==> src/rtl/sd_wishbone_burst.sv <==
// sd_wishbone_burst
//   Wishbone B4 DMA master that moves one SD data block between the SD manager's
//   block buffers and system memory using incrementing bursts.
//
// Ports
//   clk_50, reset_n            single clock, asynchronous active-low reset
//   ext_read_act/addr/go/stop  read handshake (memory -> read buffer)
//   ext_write_act/addr/done    write handshake (write buffer -> memory)
//   ext_err                    one-cycle pulse when a transfer is aborted by wbm_err_i
//   bram_rd_ext_*              write port of the read buffer
//   bram_wr_ext_addr/q         read port of the write buffer (1-cycle latency)
//   wbm_*                      Wishbone B4 master
module sd_wishbone_burst #(
    parameter int unsigned DW          = 32,
    parameter int unsigned BLOCK_BYTES = 512,
    parameter int unsigned BURST_LEN   = 8,
    localparam int unsigned AW         = $clog2(BLOCK_BYTES / (DW / 8))
) (
    input  logic            clk_50,
    input  logic            reset_n,
    input  logic            ext_read_act,
    input  logic [31:0]     ext_read_addr,
    output logic            ext_read_go,
    input  logic            ext_read_stop,
    input  logic            ext_write_act,
    input  logic [31:0]     ext_write_addr,
    output logic            ext_write_done,
    output logic            ext_err,
    output logic            bram_rd_ext_clk,
    output logic [AW-1:0]   bram_rd_ext_addr,
    output logic            bram_rd_ext_wren,
    output logic [DW-1:0]   bram_rd_ext_data,
    output logic            bram_wr_ext_clk,
    output logic [AW-1:0]   bram_wr_ext_addr,
    input  logic [DW-1:0]   bram_wr_ext_q,
    output logic            wbm_clk_o,
    output logic [31:0]     wbm_adr_o,
    output logic [DW-1:0]   wbm_dat_o,
    input  logic [DW-1:0]   wbm_dat_i,
    output logic [DW/8-1:0] wbm_sel_o,
    output logic            wbm_cyc_o,
    output logic            wbm_stb_o,
    output logic            wbm_we_o,
    output logic [2:0]      wbm_cti_o,
    output logic [1:0]      wbm_bte_o,
    input  logic            wbm_ack_i,
    input  logic            wbm_err_i
);

    localparam int unsigned WORDS      = BLOCK_BYTES / (DW / 8);
    localparam int unsigned BLK_SHIFT  = $clog2(BLOCK_BYTES);
    localparam int unsigned BYTE_SHIFT = $clog2(DW / 8);
    localparam logic [AW:0]   LAST_WORD  = (AW + 1)'(WORDS - 1);
    localparam logic [AW-1:0] BURST_MASK = AW'(BURST_LEN - 1);

    typedef enum logic [3:0] {
        StIdle,
        StRdBurst,
        StRdGap,
        StRdDone,
        StWrPrime,
        StWrBurst,
        StWrGap,
        StWrDone,
        StErr
    } state_e;

    state_e        state_q, state_d;
    logic [AW:0]   word_cnt_q, word_cnt_d;
    logic [31:0]   block_addr_q, block_addr_d;
    logic          rd_act_last_q, wr_act_last_q;
    logic          write_done_q, write_done_d;
    logic          read_go_q, read_go_d;
    logic          rd_wren_q, rd_wren_d;
    logic [AW-1:0] rd_addr_q, rd_addr_d;
    logic [DW-1:0] rd_data_q, rd_data_d;

    logic rd_start, wr_start;
    logic in_burst, last_in_burst, last_in_block, beat_ok;

    assign bram_rd_ext_clk = clk_50;
    assign bram_wr_ext_clk = clk_50;
    assign wbm_clk_o       = clk_50;

    assign rd_start      = ext_read_act & ~rd_act_last_q;
    assign wr_start      = ext_write_act & ~wr_act_last_q;
    assign in_burst      = (state_q == StRdBurst) || (state_q == StWrBurst);
    // Bursts are aligned to BURST_LEN words, so the low bits of word_cnt give the beat index.
    assign last_in_burst = (word_cnt_q[AW-1:0] & BURST_MASK) == BURST_MASK;
    assign last_in_block = word_cnt_q == LAST_WORD;
    // An err beat is never counted, even if ack is also high.
    assign beat_ok       = wbm_ack_i & ~wbm_err_i;

    always_comb begin
        state_d      = state_q;
        word_cnt_d   = word_cnt_q;
        block_addr_d = block_addr_q;
        write_done_d = write_done_q;
        unique case (state_q)
            StIdle: begin
                // Read has priority; a simultaneous write edge is lost.
                if (rd_start) begin
                    block_addr_d = ext_read_addr;
                    word_cnt_d   = '0;
                    state_d      = StRdBurst;
                end else if (wr_start) begin
                    block_addr_d = ext_write_addr;
                    word_cnt_d   = '0;
                    write_done_d = 1'b0;
                    state_d      = StWrPrime;
                end
            end
            StRdBurst, StWrBurst: begin
                if (wbm_err_i) begin
                    state_d = StErr;
                end else if (wbm_ack_i) begin
                    word_cnt_d = word_cnt_q + 1'b1;
                    if (last_in_block) begin
                        state_d = (state_q == StRdBurst) ? StRdDone : StWrDone;
                    end else if (last_in_burst) begin
                        state_d = (state_q == StRdBurst) ? StRdGap : StWrGap;
                    end
                end
            end
            StRdGap:   state_d = StRdBurst;
            StWrGap:   state_d = StWrBurst;
            StWrPrime: state_d = StWrBurst;
            StRdDone: begin
                if (ext_read_stop) begin
                    state_d = StIdle;
                end
            end
            StWrDone: begin
                write_done_d = 1'b1;
                state_d      = StIdle;
            end
            StErr:   state_d = StIdle;
            default: state_d = StIdle;
        endcase
    end

    // Read-buffer write is delayed one cycle behind the ack that delivered the word.
    always_comb begin
        rd_wren_d = (state_q == StRdBurst) & beat_ok;
        rd_addr_d = rd_addr_q;
        rd_data_d = rd_data_q;
        if (rd_wren_d) begin
            rd_addr_d = word_cnt_q[AW-1:0];
            rd_data_d = wbm_dat_i;
        end
        read_go_d = (state_q == StRdDone) & ~ext_read_stop;
    end

    always_ff @(posedge clk_50 or negedge reset_n) begin
        if (!reset_n) begin
            state_q       <= StIdle;
            word_cnt_q    <= '0;
            block_addr_q  <= '0;
            rd_act_last_q <= 1'b0;
            wr_act_last_q <= 1'b0;
            write_done_q  <= 1'b0;
            read_go_q     <= 1'b0;
            rd_wren_q     <= 1'b0;
            rd_addr_q     <= '0;
            rd_data_q     <= '0;
        end else begin
            state_q       <= state_d;
            word_cnt_q    <= word_cnt_d;
            block_addr_q  <= block_addr_d;
            rd_act_last_q <= ext_read_act;
            wr_act_last_q <= ext_write_act;
            write_done_q  <= write_done_d;
            read_go_q     <= read_go_d;
            rd_wren_q     <= rd_wren_d;
            rd_addr_q     <= rd_addr_d;
            rd_data_q     <= rd_data_d;
        end
    end

    always_comb begin
        wbm_cyc_o = in_burst;
        wbm_stb_o = in_burst;
        wbm_we_o  = state_q == StWrBurst;
        wbm_sel_o = in_burst ? '1 : '0;
        wbm_bte_o = 2'b00;
        wbm_dat_o = (state_q == StWrBurst) ? bram_wr_ext_q : '0;
        wbm_cti_o = 3'b000;
        if (in_burst && (BURST_LEN > 1)) begin
            wbm_cti_o = last_in_burst ? 3'b111 : 3'b010;
        end
        wbm_adr_o = (block_addr_q << BLK_SHIFT) + (32'(word_cnt_q) << BYTE_SHIFT);
        // Look one word ahead on ack so q already holds the next beat's data.
        bram_wr_ext_addr = word_cnt_q[AW-1:0]
                         + AW'(wbm_ack_i & (state_q == StWrBurst));
    end

    assign bram_rd_ext_wren = rd_wren_q;
    assign bram_rd_ext_addr = rd_addr_q;
    assign bram_rd_ext_data = rd_data_q;
    assign ext_read_go      = read_go_q;
    assign ext_write_done   = write_done_q;
    assign ext_err          = state_q == StErr;

endmodule

==> config.mk <==
export PLATFORM = sky130hd
export DESIGN_NAME = sd_wishbone_burst
export DESIGN_NICKNAME = d
export VERILOG_FILES = /design/src/rtl/sd_wishbone_burst.sv
export SDC_FILE = /design/constraint.sdc
export NUM_CORES = 1
export LEC_CHECK = 0
export ABC_CLOCK_PERIOD_IN_PS = 3500
export CORE_MARGIN = 3
export CORE_UTILIZATION = 38
export CTS_BUF_LIST = sky130_fd_sc_hd__clkbuf_16
export CTS_CLUSTER_SIZE = 12
export DETAILED_ROUTE_END_ITERATION = 16
export PLACE_DENSITY = 0.89
export SYNTH_ARGS = -nofsm -noshare
export SYNTH_HDL_FRONTEND = slang
export SYNTH_SLANG_ARGS = --single-unit
==> constraint.sdc <==
create_clock -name clk_50 -period 3.5 [get_ports clk_50]
set_clock_uncertainty 0.15 [all_clocks]
set_input_delay 0.7 -clock clk_50 [delete_from_list [all_inputs] [get_ports clk_50]]
set_output_delay 0.7 -clock clk_50 [all_outputs]
set_load 0.02 [all_outputs]
## Word level (Yosys, flattened, before mapping)

Cells that the tools add are included.

| operators by class | value |
|---|---|
| bitwise operators | 10 |
| equality and inequality tests | 18 |
| multiplexer cells | 24 |
| add/sub/neg operators | 3 |
| reductions and logical operators | 11 |

Operators by type and width:

| cell | number |
|---|---|
| 23-bit 2-to-1 mux | 2 |
| 32-bit by 10-bit adder with 32-bit output | 1 |
| 32-bit 2-to-1 mux | 1 |
| 4-bit 2-to-1 mux | 8 |
| 8-bit 2-to-1 mux | 4 |
| 4-bit one-hot mux with 5 select lines | 1 |
| 4-bit by 3-bit == test with 1-bit output (second input constant) | 4 |
| 8-bit one-hot mux with 2 select lines | 1 |
| 3-bit 2-to-1 mux | 4 |
| 2-bit != test (second input constant) | 5 |
| 8-bit by 1-bit adder with 8-bit output (second input constant) | 1 |
| 4-bit by 2-bit == test with 1-bit output (second input constant) | 2 |
| 8-bit by 7-bit == test with 1-bit output (second input constant) | 1 |
| 4-bit AND reduction | 2 |
| 7-bit by 1-bit adder with 7-bit output | 1 |
| 1-bit bitwise AND | 6 |
| 3-bit != test (second input constant) | 2 |
| 2-bit nonzero test | 3 |
| 4-bit by 1-bit == test with 1-bit output (second input constant) | 1 |
| 4-bit == test (second input constant) | 1 |
| 4-bit logical NOT | 1 |
| 4-bit != test (second input constant) | 1 |
| 1-bit inverter | 4 |
| 2-bit OR reduction | 2 |
| other kinds (6) | 7 |

| storage, ports and cells | value |
|---|---|
| output and inout bits | 129 |
| bits in registers | 79 |
| bits of input ports | 135 |
| word-level logic and storage cells | 76 |

## Depth between registers and ports, before layout

Gate-level depths: netlist (run 1).

| logic depth | value |
|---|---|
| word-level depth | 7 |
| mapped depth | 9 |
| mapped depth without buffers | 8 |

==> results of run 1 <==
[cell families (layout without fill, tap and decap cells)]
| kind of cell | after synthesis | count (layout) |
|---|---|---|
| AO/OA/AOI/OAI | 48 | 48 |
| XOR/XNOR | 26 | 26 |
| adder cells (fa/ha/maj) | 6 | 6 |
| buffers and inverters | 54 | 278 |
| flip-flops | 79 | 79 |
| multiplexers | 62 | 62 |
| other | 1 | 4 |
| AND/OR/NAND/NOR | 133 | 133 |
[where the power goes]
part / internal (mW) / leakage [nW] / switching, mW
logic: 1.38 / 2.26 / 1.31
registers: 1.28 / 0.991 / 0.322
clock network: 0.954 / 0.233 / 0.491
[area by class of cell]
type / count / area (um^2) / area share
clock inverter: 7 / 120 / 0.0165
inverter: 4 / 15.0 / 0.00206
multi-input combinational: 279 / 2170 / 0.297
tap: 140 / 175 / 0.0240
timing repair buffer: 251 / 2480 / 0.340
sequential: 79 / 1980 / 0.271
clock buffer: 16 / 355 / 0.0487
[placed cells by master, fill, tap and decap left out, types with 9 or more instances in the layout]
| cell | Yosys | routed |
|---|---|---|
| clkdlybuf4s50_1 | 0 | 226 |
| dfrtp_1 | 79 | 78 |
| mux2_4 | 39 | 39 |
| and3_1 | 38 | 38 |
| nand2_1 | 38 | 38 |
| o21ai_0 | 29 | 29 |
| mux2i_1 | 23 | 23 |
| xnor2_1 | 17 | 17 |
| nand3_1 | 13 | 13 |
| clkbuf_16 | 0 | 13 |
| buf_4 | 21 | 13 |
| xor2_1 | 9 | 9 |
| nand4_1 | 9 | 9 |
[path summary, 6_finish.rpt]
path                                     start                   end  depth (start not counted)
worst max-delay path                    clk_50             wbm_clk_o                          3
worst min-delay path                   reset_n  bram_rd_ext_data[22]                          1
worst max register to register      state_q[1]  bram_rd_ext_data[21]                          6
worst min register to register  ext_write_done        ext_write_done                          2
max in group asynchronous              reset_n         word_cnt_q[7]                          1
min in group clk_50             ext_write_done        ext_write_done                          2
[through the flow]
step | utilization | area, um^2 | std cells | total power, mW | TNS [ns]
after floorplan | - | 4450 | 412 | 3.22 | 0
after global placement | 0.615 | 6840 | 756 | 4.36 | -0.00720
after detailed placement | 0.615 | 6840 | 756 | 4.45 | -0.0191
after CTS | 0.655 | 7280 | 776 | 5.79 | 0
after global routing | 0.656 | 7290 | 776 | 6.05 | 0
final | 0.656 | 7290 | 776 | 5.73 | 0
[metal layers]
layer / part of all wire / track usage / wire length [um]
met2: 0.53 / 0.366 / 7080
met4: 0.012 / 0.0665 / 154
met3: 0.077 / 0.0658 / 1030
met1: 0.38 / 0.237 / 5110
met5: 0 / 0 / 0
[synthesized netlist by cell type, types with 6 or more instances]
cell type and n:
clkbuf_1 21, mux2i_1 23, nand2_1 38, o21ai_0 29, and3_1 38, xnor2_1 17
dfrtp_1 79, a21oi_1 6, nand3_1 13, mux2_4 39, xor2_1 9, nor2_1 7
buf_4 21, nand4_1 9, ha_1 6
[registers in the layout, indices dropped and copies added (netlist names)]
register          count
word_cnt_q            8
block_addr_q         23
ext_read_go           1
bram_rd_ext_addr      7
state_q               4
ext_write_done        1
bram_rd_ext_wren      1
wr_act_last_q         1
rd_act_last_q         1
bram_rd_ext_data     32
[timing repair]
item / in CTS / in global routing
setup endpoints to repair: 10 / 17
resized for setup: 10 / 11
hold buffers: 0 / 0
==> summary.md, run 1 <==
| Metric | Value |
|---|---|
| TritonRoute pass-1 iters | 5 |
| Critical Path Max Stage Delay | 0.55 ns |
| Top post-synthesis cells by area | dfrtp_1, mux2_4, and3_1 |
| Worst slack at placement | -0.0191 ns |
| Post-synth top area share | 0.446 |
| Final Max Tran Viols | 0 |
| DR vias | 3959 |
| CP most frequent cell | clkbuf_16 |
| Layout cells sized above 1 | 0.129 |
| DRC | 0 |
| Post-synthesis compound-gate area fraction | 0.0638 |
| CP endpoint kind | output pin |
| Final Critical Period | 3.41 ns |
| Ports | 264 |
| GRT overflow | 0 |
| Vias in the first global route | 4223 |
| Largest net degree at the start of global routing | 80 |
| First-pass GRT wire length | 21200 um |
| Crit path cell chain | clkbuf_16 -> clkbuf_16 -> clkdlybuf4s50_1 |
| FF-to-FF setup slack | 1.42 ns |
| Die H | 114 um |
| Final period util | 0.974 |
| Synth Area in Simple Gates | 0.166 |
| Synth Register Bits | 79 |
| TritonCTS clock tree | done |
| Inserted Diodes | 0 |
| GRT Total Usage | 0.207 |
| P_leak | 3.48 nW |
| WL/cell | 17.2 um |
| Clock latency on the worst-skew pair | 0.44 ns |
| Worst path required time | 2.65 ns |
| FILL cells | 841 |
| Maxcap violations | 0 |
| Area delta synth->final | 64.5% |
| PwrDens | 786 nW/um^2 |
| Chip Width | 114 um |
| Top cell type by total area after synthesis | dfrtp_1 |
| DRT antenna net count | 0 |
| Worst slew margin | 0.327 |
| Initial core utilization | 0.399 |
| Final setup fails | 0 |
| Gpl congestion | 0.853 |
| Syn avg cell area | 10.8 um^2 |
| Initial drt markers | 222 |
| Crit path DAT | 2.56 ns |
| Routed wire length | 13400 um |
| Vias per cell | 5.10 |
| Buf/Inv on CP | 3 |
| Num rows | 38 |
| Max stage delay cell, worst path | clkdlybuf4s50_1 |
| EDFF count, synth | 0 |
| # port buffers | 241 |
| Status | finished clean |
| Post-Synth XOR/XNOR Area | 0.0514 |
| Core ar. | 11100 um^2 |
| Dpl hpwl | 10200 um |
| Max VDD drop | 0.000498 V |
| Post-CTS Setup Repair Bufs | 0 |
| Initial antenna violation count | 0 |
| Synth unique cells | 41 |
| Clk slew on worst S/H paths | 0.07 ns |
| Total Die Area | 13000 um^2 |
| Startpoint types | clock port |
| HP Class | in -> async |
| Yosys Warn Count | 0 |
| Post-synthesis mux area share | 0.184 |
| Register area share after synthesis | 0.446 |
| RSZ-0062 raised after global routing | false |
| Worst setup margin | 0.0895 ns |
| Mapped Cells | 409 |
| Largest family of logic cells by synthesized area | multiplexers |
| Synthesized area | 4430 um^2 |
| Adder-cell share of the synthesized area | 0.0169 |
| Fin Hold WS | 0.268 ns |
| CP max FO | 2 |
| Post-synth ARST share | 1.00 |
| Crit Path Category | clk -> out |
| Cell family with most CP delay | buffers and inverters |
| Fmax | 295 MHz |
| Nets | 772 |
| Top FF cell, synth | dfrtp_1 |
| Worst-margin pin slew | 1.01 ns |
| Final hold viol count | 0 |
Note: power is estimated with default switching activity, not from simulation.
==> inputs of run 2 (changes only) <==
--- a/config.mk
+++ b/config.mk
@@ -12,6 +12,7 @@
 export CTS_CLUSTER_SIZE = 12
 export DETAILED_ROUTE_END_ITERATION = 16
 export PLACE_DENSITY = 0.89
+export REMOVE_ABC_BUFFERS = 1
 export SYNTH_ARGS = -nofsm -noshare
 export SYNTH_HDL_FRONTEND = slang
 export SYNTH_SLANG_ARGS = --single-unit
==> run 2 against run 1 <==
  * Via count rose by 2.1%
  * Maximum frequency hardly changed
  * Largest power group unchanged
  * Setup slack better by 0.019 ns
==> summary.md, run 2 (same netlist as run 1, synthesis figures left out) <==
| Metric | Value |
|---|---|
| Worst setup margin | 0.109 ns |
| Area delta synth->final | 62.8% |
| Worst-margin pin slew | 0.990 ns |
| Clk slew on worst S/H paths | 0.07 ns |
| TritonCTS clock tree | done |
| # port buffers | 241 |
| FILL cells | 836 |
| Initial drt markers | 222 |
| P_leak | 3.42 nW |
| Fin Setup TNS | 0 ns |
| Vias per cell | 5.21 |
| GRT Total Usage | 0.205 |
| Final hold viol count | 0 |
| DRT antenna net count | 0 |
| Placed Area | 6830 um^2 |
| Nets | 771 |
| Fmax | 295 MHz |
| Maxcap violations | 0 |
| CP endpoint kind | output pin |
| DRC | 0 |
| Vias in the first global route | 4196 |
| Initial antenna violation count | 0 |
| RSZ-0062 raised after global routing | false |
| Worst r2r dst | bram_rd_ext_data[10] |
| Final Critical Period | 3.39 ns |
| Num rows | 38 |
| Multi-input logic area | 2180 um^2 |
| Total Die Area | 13000 um^2 |
| Worst slack at placement | -0.0232 ns |
| Final setup fails | 0 |
| DR vias | 4042 |
| GRT overflow | 0 |
| Startpoint types | clock port |
| Post-layout util | 0.649 |
| Status | finished clean |
| Crit Path Category | clk -> out |
| CP max FO | 2 |
| PwrDens | 768 nW/um^2 |
| Crit path DAT | 2.54 ns |
| Post-CTS Hold Fix Bufs | 0 |
| Core ar. | 11100 um^2 |
| Worst reg2reg path startpoint | state_q[1] |
| Max VDD drop | 0.000729 V |
| Final period util | 0.969 |
| FF-to-FF setup slack | 1.41 ns |
| Worst path required time | 2.65 ns |
| HP Class | in -> async |
| TritonRoute pass-1 iters | 5 |
| Layout cells sized above 1 | 0.138 |
| Max FFs per register | 32 |
| Routed wire length | 13700 um |
| Gpl congestion | 0.833 |
| Largest net degree at the start of global routing | 80 |
| Dpl hpwl | 9900 um |
| Die H | 114 um |
| Inserted Diodes | 0 |
| Chip Width | 114 um |
| Initial core utilization | 0.399 |
| Worst slew margin | 0.340 |
| Most frequent cells in the layout | clkdlybuf4s50_1, dfrtp_1, mux2_4 |
| Reg2reg path depth | 6 |
| First-pass GRT wire length | 21100 um |
| Final Max Tran Viols | 0 |
| Ports | 264 |
| Most common cell after layout, fill and taps aside | clkdlybuf4s50_1 |
| FF+latch area | 1980 um^2 |
| WL/cell | 17.6 um |
| Clock latency on the worst-skew pair | 0.43 ns |
| Finished Cell Area | 7220 um^2 |
==> run 2: cell count changes in the layout (fill, tap and decap cells not counted), moves of 2 or more <==
cell / delta
bufinv_16: -3
dlymetal6s2s_1: -2
clkbuf_2: +2
clkinvlp_4: +3
==> run 2: power by group <==
part / leakage (nW) / internal, mW / total (mW) / switching (mW)
clock: 0.194 / 0.744 / 1.25 / 0.507
sequential: 0.992 / 1.28 / 1.61 / 0.334
combinational: 2.23 / 1.37 / 2.68 / 1.31
total: 3.42 / 3.39 / 5.55 / 2.15
==> run 2: what timing repair did <==
action | 4_1_cts | 5_1_grt
buffers inserted | 1 | 0
pin swaps | 1 | 1
hold endpoints to repair | 0 | 0
endpoints found under the setup margin | 12 | 10
resized for setup | 17 | 17
==> run 2: worst max path at each step <==
stage / cells past startpoint / slack (ns) / to / from
2_1_floorplan: 8 / -0.62 / bram_wr_ext_addr[6] / state_q[1]
5_1_grt: 6 / 0.02 / wbm_adr_o[28] / word_cnt_q[7]
6_report: 3 / 0.11 / bram_wr_ext_clk / clk_50
4_1_cts: 7 / 0.01 / wbm_adr_o[31] / word_cnt_q[7]
3_5_place_dp: 8 / -0.02 / bram_wr_ext_addr[6] / wbm_ack_i
3_3_place_gp: 8 / -0.006 / bram_wr_ext_addr[6] / wbm_ack_i
==> run 2: cell type report <==
type	count	area share
clock buffer	16	0.0492
timing repair buffer	250	0.340
inverter	4	0.00208
tap	140	0.0243
sequential	79	0.274
clock inverter	8	0.00815
multi-input combinational	279	0.302
==> run 2: critical path: stages <==
cell and delay, ns:
clkbuf_16 0.13, clkbuf_16 0.14, clkdlybuf4s50_1 0.53
==> run 2: metrics by stage <==
stage	total power [mW]	hold slack, ns	cells
after global routing	5.84	0.349	776
after floorplan	2.99	0.254	362
after global placement	4.37	0.316	754
after CTS	5.61	0.307	776
after detailed placement	4.46	0.322	754
final	5.55	0.269	776
==> run 2: routing by layer <==
metal | part of all wire | wire, um | track usage | vias to the layer above
met3 | 0.088 | 1210 | 0.0546 | 16
li1 | - | - | - | 1867
met4 | 0.0097 | 133 | 0.0673 | 0
met1 | 0.36 | 4940 | 0.227 | 1938
met5 | 0 | 0 | 0 | -
met2 | 0.54 | 7400 | 0.377 | 221
